===== config.mk =====
export PLATFORM = sky130hd
export DESIGN_NAME = regalu_ctrl
export DESIGN_NICKNAME = d
export VERILOG_FILES = /design/src/rtl/regalu_pkg.sv /design/src/rtl/regalu_decode.sv /design/src/rtl/regalu_ctrl.sv
export SDC_FILE = /design/constraint.sdc
export NUM_CORES = 1
export LEC_CHECK = 0
export BUFFER_PORTS_ARGS = -buffer_cell sky130_fd_sc_hd__buf_4
export CORE_MARGIN = 2
export CORE_UTILIZATION = 49
export CTS_CLUSTER_SIZE = 25
export DETAILED_ROUTE_END_ITERATION = 10
export HOLD_SLACK_MARGIN = 0.1
export PLACE_DENSITY = 0.82
export SETUP_SLACK_MARGIN = 0.05
export SYNTH_ARGS = -nofsm -noshare
export SYNTH_HDL_FRONTEND = slang
export SYNTH_SLANG_ARGS = --single-unit

===== constraint.sdc =====
create_clock -name clk -period 2.2 [get_ports clk]
set_input_delay 0.44 -clock clk [delete_from_list [all_inputs] [get_ports clk]]
set_output_delay 0.44 -clock clk [all_outputs]
set_load 0.03 [all_outputs]

===== src/rtl/regalu_pkg.sv =====
// Shared definitions for the reg_alu instruction sequencer: instruction classes,
// FSM states, instruction field positions and reg_alu operation codes.
package regalu_pkg;

  typedef enum logic [1:0] {
    CLS_ALU  = 2'b00,
    CLS_LDI  = 2'b01,
    CLS_NOP  = 2'b10,
    CLS_HALT = 2'b11
  } cls_e;

  typedef enum logic [1:0] {
    ST_IDLE   = 2'd0,
    ST_DECODE = 2'd1,
    ST_EXEC   = 2'd2,
    ST_HALTED = 2'd3
  } state_e;

  localparam int CLS_LSB    = 14;
  localparam int ALU_OP_LSB = 11;
  localparam int ALU_WR_LSB = 8;
  localparam int ALU_RA_LSB = 5;
  localparam int ALU_RB_LSB = 2;
  localparam int LDI_WR_LSB = 11;
  localparam int IMM_W      = 11;
  localparam int RETIRE_W   = 16;

  // reg_alu operation codes; cout is the carry (ADD/INC) or borrow (SUB)
  localparam logic [2:0] OP_PASS = 3'b000;
  localparam logic [2:0] OP_SUB  = 3'b001;
  localparam logic [2:0] OP_AND  = 3'b010;
  localparam logic [2:0] OP_OR   = 3'b011;
  localparam logic [2:0] OP_ADD  = 3'b100;
  localparam logic [2:0] OP_XOR  = 3'b101;
  localparam logic [2:0] OP_NOT  = 3'b110;
  localparam logic [2:0] OP_INC  = 3'b111;

endpackage


===== src/rtl/regalu_decode.sv =====
// Combinational instruction decoder: splits a 16-bit instruction word into
// class, ALU op, register addresses and the zero-extended LDI immediate.
module regalu_decode
  import regalu_pkg::*;
#(
  parameter int DATA_W = 16,
  parameter int ADDR_W = 3,
  parameter int OP_W   = 3
) (
  input  logic [DATA_W-1:0] instr_i,
  output cls_e              cls_o,
  output logic [OP_W-1:0]   op_o,
  output logic [ADDR_W-1:0] wr_addr_o,
  output logic [ADDR_W-1:0] rd_addr_a_o,
  output logic [ADDR_W-1:0] rd_addr_b_o,
  output logic [DATA_W-1:0] imm_o
);

  always_comb begin
    cls_o       = cls_e'(instr_i[CLS_LSB +: 2]);
    op_o        = instr_i[ALU_OP_LSB +: OP_W];
    rd_addr_a_o = instr_i[ALU_RA_LSB +: ADDR_W];
    rd_addr_b_o = instr_i[ALU_RB_LSB +: ADDR_W];
    // LDI places its destination where ALU keeps the op field
    wr_addr_o   = (cls_o == CLS_LDI) ? instr_i[LDI_WR_LSB +: ADDR_W]
                                     : instr_i[ALU_WR_LSB +: ADDR_W];
    imm_o       = DATA_W'(instr_i[IMM_W-1:0]);
  end

endmodule


===== src/rtl/regalu_ctrl.sv =====
// Instruction sequencer driving reg_alu: accepts an instruction, spends one
// cycle presenting operands (DECODE), one cycle writing (EXEC), then retires.
module regalu_ctrl
  import regalu_pkg::*;
#(
  parameter int DATA_W = 16,
  parameter int ADDR_W = 3,
  parameter int OP_W   = 3
) (
  input  logic                clk,
  input  logic                reset,
  input  logic [DATA_W-1:0]   instr,
  input  logic                instr_valid,
  output logic                instr_ready,
  input  logic                resume,
  input  logic                alu_cout,
  output logic                sel,
  output logic                wr,
  output logic [OP_W-1:0]     op,
  output logic [ADDR_W-1:0]   rd_addr_a,
  output logic [ADDR_W-1:0]   rd_addr_b,
  output logic [ADDR_W-1:0]   wr_addr,
  output logic [DATA_W-1:0]   d_in,
  output logic                carry_flag,
  output logic                halted,
  output logic [RETIRE_W-1:0] retired
);

  cls_e                dec_cls;
  logic [OP_W-1:0]     dec_op;
  logic [ADDR_W-1:0]   dec_wr_addr, dec_ra, dec_rb;
  logic [DATA_W-1:0]   dec_imm;

  state_e              state_q;
  cls_e                cls_q;
  logic                wr_q, sel_q, carry_q, halted_q;
  logic [OP_W-1:0]     op_q;
  logic [ADDR_W-1:0]   ra_q, rb_q, wa_q;
  logic [DATA_W-1:0]   din_q;
  logic [RETIRE_W-1:0] retired_q;

  regalu_decode #(
    .DATA_W (DATA_W),
    .ADDR_W (ADDR_W),
    .OP_W   (OP_W)
  ) u_decode (
    .instr_i     (instr),
    .cls_o       (dec_cls),
    .op_o        (dec_op),
    .wr_addr_o   (dec_wr_addr),
    .rd_addr_a_o (dec_ra),
    .rd_addr_b_o (dec_rb),
    .imm_o       (dec_imm)
  );

  always_ff @(posedge clk or posedge reset) begin
    if (reset) begin
      state_q   <= ST_IDLE;
      cls_q     <= CLS_NOP;
      wr_q      <= 1'b0;
      sel_q     <= 1'b0;
      op_q      <= '0;
      ra_q      <= '0;
      rb_q      <= '0;
      wa_q      <= '0;
      din_q     <= '0;
      carry_q   <= 1'b0;
      halted_q  <= 1'b0;
      retired_q <= '0;
    end else begin
      case (state_q)
        ST_IDLE: begin
          if (instr_valid) begin
            cls_q   <= dec_cls;
            state_q <= ST_DECODE;
            // NOP/HALT leave the datapath fields untouched apart from sel
            case (dec_cls)
              CLS_ALU: begin
                sel_q <= 1'b1;
                op_q  <= dec_op;
                ra_q  <= dec_ra;
                rb_q  <= dec_rb;
                wa_q  <= dec_wr_addr;
                din_q <= '0;
              end
              CLS_LDI: begin
                sel_q <= 1'b0;
                wa_q  <= dec_wr_addr;
                din_q <= dec_imm;
              end
              default: sel_q <= 1'b0;
            endcase
          end
        end
        ST_DECODE: begin
          wr_q    <= (cls_q == CLS_ALU) || (cls_q == CLS_LDI);
          state_q <= ST_EXEC;
        end
        ST_EXEC: begin
          wr_q      <= 1'b0;
          retired_q <= retired_q + RETIRE_W'(1);
          if (cls_q == CLS_ALU) carry_q <= alu_cout;
          if (cls_q == CLS_HALT) begin
            halted_q <= 1'b1;
            state_q  <= ST_HALTED;
          end else begin
            state_q  <= ST_IDLE;
          end
        end
        ST_HALTED: begin
          if (resume) begin
            halted_q <= 1'b0;
            state_q  <= ST_IDLE;
          end
        end
        default: state_q <= ST_IDLE;
      endcase
    end
  end

  assign instr_ready = (state_q == ST_IDLE);
  assign wr          = wr_q;
  assign sel         = sel_q;
  assign op          = op_q;
  assign rd_addr_a   = ra_q;
  assign rd_addr_b   = rb_q;
  assign wr_addr     = wa_q;
  assign d_in        = din_q;
  assign carry_flag  = carry_q;
  assign halted      = halted_q;
  assign retired     = retired_q;

endmodule

==> flow_metrics.tcl <==
set metrics [dict create \
    status "complete, no violations" \
    num_rows 23 \
    cts_tree "done" \
    most-common-layout-cells "66 x buf_4, 46 x dfrtp_1, 33 x nand2_1" \
    crit_buf_inv 1 \
    ys_types 30 \
    drt_iter0_markers 51 \
    rsz0062_at_grt "no" \
    groute.usage.overall_pct 17.8 \
    reg2reg_depth 5 \
    fin_area_mm2 0.00269 \
    cap_violations 0 \
    drc 0 \
    hpwl_um 2940 \
    ys.flop_type "dfrtp_1" \
    cp_top_family "simple AND/OR/NAND/NOR gates" \
    crit_fanout 10 \
    ir_drop_mv 0.741 \
    cpPeakStageDelay_ns 0.42 \
    cts_buffers 5 \
    post_cts_resized 0 \
    rr_startpoint "state_q[0]" \
    antenna_left 0 \
    synth_cells 184 \
    die_x_um 68.9 \
    p_per_area_mw_per_mm2 1400 \
    place_congestion 0.781 \
    crit_type "register to register" \
    drive_above_1_share_pct 38.2 \
    clockBufferDepth 2 \
    setup_viol 0 \
    io_buffers 64 \
    relSlewSlack_pct 61.3 \
    wl_per_cell_um 13.0 \
    cp-start-kind "register" \
    routed_wirelength_um 3910 \
    synth.top_cell.area_share_pct 55.7 \
    fin_nets 275 \
    timing.setup.tns_ns 0 \
    worstSetupEndpoint "rd_addr_b[1]" \
    p_leak_nw 1.39 \
    num_vias 1477 \
    hp-class "primary input to asynchronous set/reset pin" \
    hold_viol 0 \
    postCtsHoldBufs 0 \
    syn-mean-instance-area_um2 11.2 \
    fin_skew_ns 0.00353 \
    placed_area_mm2 0.00257 \
    viasPerCell 4.91 \
    seq_area_frac_synth_pct 57.0 \
    area_growth_pct 30.2 \
    die-area_mm2 0.00475 \
    start_util_pct 51.3 \
    numClockSinks 47 \
    ff2ff_setup_slack_ns 0.44 \
    synth_largest_area_cell "dfrtp_1" \
    yosysWarningCount 0 \
    cp-startpoint "state_q[0]" \
    synth-edff-count 0 \
    worst_skew_pair.late_latency_ns 0.29 \
    diodes 0 \
    grt_pass1_vias 1389 \
    crit_slowest_cell "dfrtp_1" \
    r2r-end "rd_addr_b[1]" \
    worstPathArrival_ns 1.93 \
    die_h_um 68.9 \
    cts_root_buf "clkbuf_8" \
    min_period_ns 1.76 \
    pin_count 70 \
    report.final.slew_viol_count 0 \
    dr.pass1.iters 4 \
    cp.depth 5 \
    postCtsSetupBuffers 0 \
    synth-seq-cells 47 \
    required_ns 2.37 \
    period_share_pct 80.0 \
    clkTransAtPathRegs_ns 0.08 \
    final_common_cell "buf_4" \
    fmax_mhz 568 \
    overflow 0 \
    cp-end-kind "register" \
    cts_max_level 2 \
    path_cells "inv_1 > ha_1 > nand2_2 > nor3_4 > mux2_2" \
    worst_pin_slew_ns 0.581 \
    syn_area_mm2 0.00207 \
    p_total_w 0.00378 \
    async_reset_ff_share_pct 100 \
    antenna_found_initial 0 \
    grt_max_degree 48 \
    coreArea_mm2 0.00403 \
    synthTopCellsByArea "dfrtp_1 56%, mux2_2 7.6%, nand2_1 6.0%" \
    grt_pass1_wl_um 6190 \
]
-- synth_stat cells, types with 5 or more instances --
cell type,count
dfrtp_1,46
nand2_1,33
mux2_2,14
o21ai_0,14
xor2_1,10
nor2_1,8
inv_1,6
nand4_1,6
buf_2,5
buf_4,5
xnor2_1,5
-- metrics by stage --
stage                     hold slack, ns  worst slack [ns]  util [%]  std cells
after floorplan                    0.541             0.346         -        188
after global placement             0.456             0.490      63.9        293
after detailed placement           0.460             0.438      63.9        293
after CTS                          0.311             0.419      66.8        301
after global routing               0.340             0.321      66.8        301
final                              0.288             0.441      66.8        301
-- layout make-up --
| type | count | area [um^2] |
|---|---|---|
| Inverter | 6 | 22.5 |
| Timing Repair Buffer | 66 | 495 |
| Multi-Input combinational cell | 124 | 815 |
| Clock buffer | 6 | 82.6 |
| Sequential cell | 47 | 1180 |
| Clock inverter | 2 | 35.0 |
| Tap cell | 50 | 62.6 |
| Fill cell | 334 | 1340 |
-- per-layer routing --
metal	track usage [%]	up-vias	wire [um]	share of wire, %
met3	5.19	4	200	5.1
met2	30.3	36	2060	53
met5	0	-	0	0
met1	21.6	692	1600	41
li1	-	745	-	-
met4	5.88	0	44	1.1
-- registers in the layout, summed over array words and instances, names as in the netlist, 2 cells and up --
signal	count
op	3
cls_q	2
d_in	11
state_q	2
rd_addr_a	3
rd_addr_b	3
wr_addr	3
retired	16
-- worst min-delay path by stage --
stage	slack [ns]	from	cells after the start	end
after floorplan	0.54	state_q[1]	2	state_q[1]
after global placement	0.46	retired[15]	1	retired[15]
after detailed placement	0.46	retired[15]	1	retired[15]
after CTS	0.31	reset	3	retired[0]
after global routing	0.34	reset	3	d_in[1]
final	0.29	reset	3	d_in[1]
-- worst reg2reg max path, delay by kind of cell (launching register included) --
kind / cells / cell delay, ns
AND/OR/NAND/NOR: 2 / 0.51
flip-flops: 1 / 0.42
multiplexers: 1 / 0.40
adder cells (fa/ha/maj): 1 / 0.22
buffers and inverters: 1 / 0.09
-- kinds of logic after synthesis --
logic type	synth area share [%]
other	0.182
adder cells (fa/ha/maj)	2.42
XOR/XNOR	6.36
AND/OR/NAND/NOR	14.2
AO/OA/AOI/OAI	6.42
buffers and inverters	4.30
flip-flops	57.0
multiplexers	9.09
-- power breakdown --
part	leakage, nW	internal (W)	switching [W]	total, W
clock network	0.0612	0.000368	0.000269	0.000637
logic	0.730	0.000681	0.00102	0.00170
registers	0.599	0.00119	0.000253	0.00144
Power figures use the tool's default switching activity.
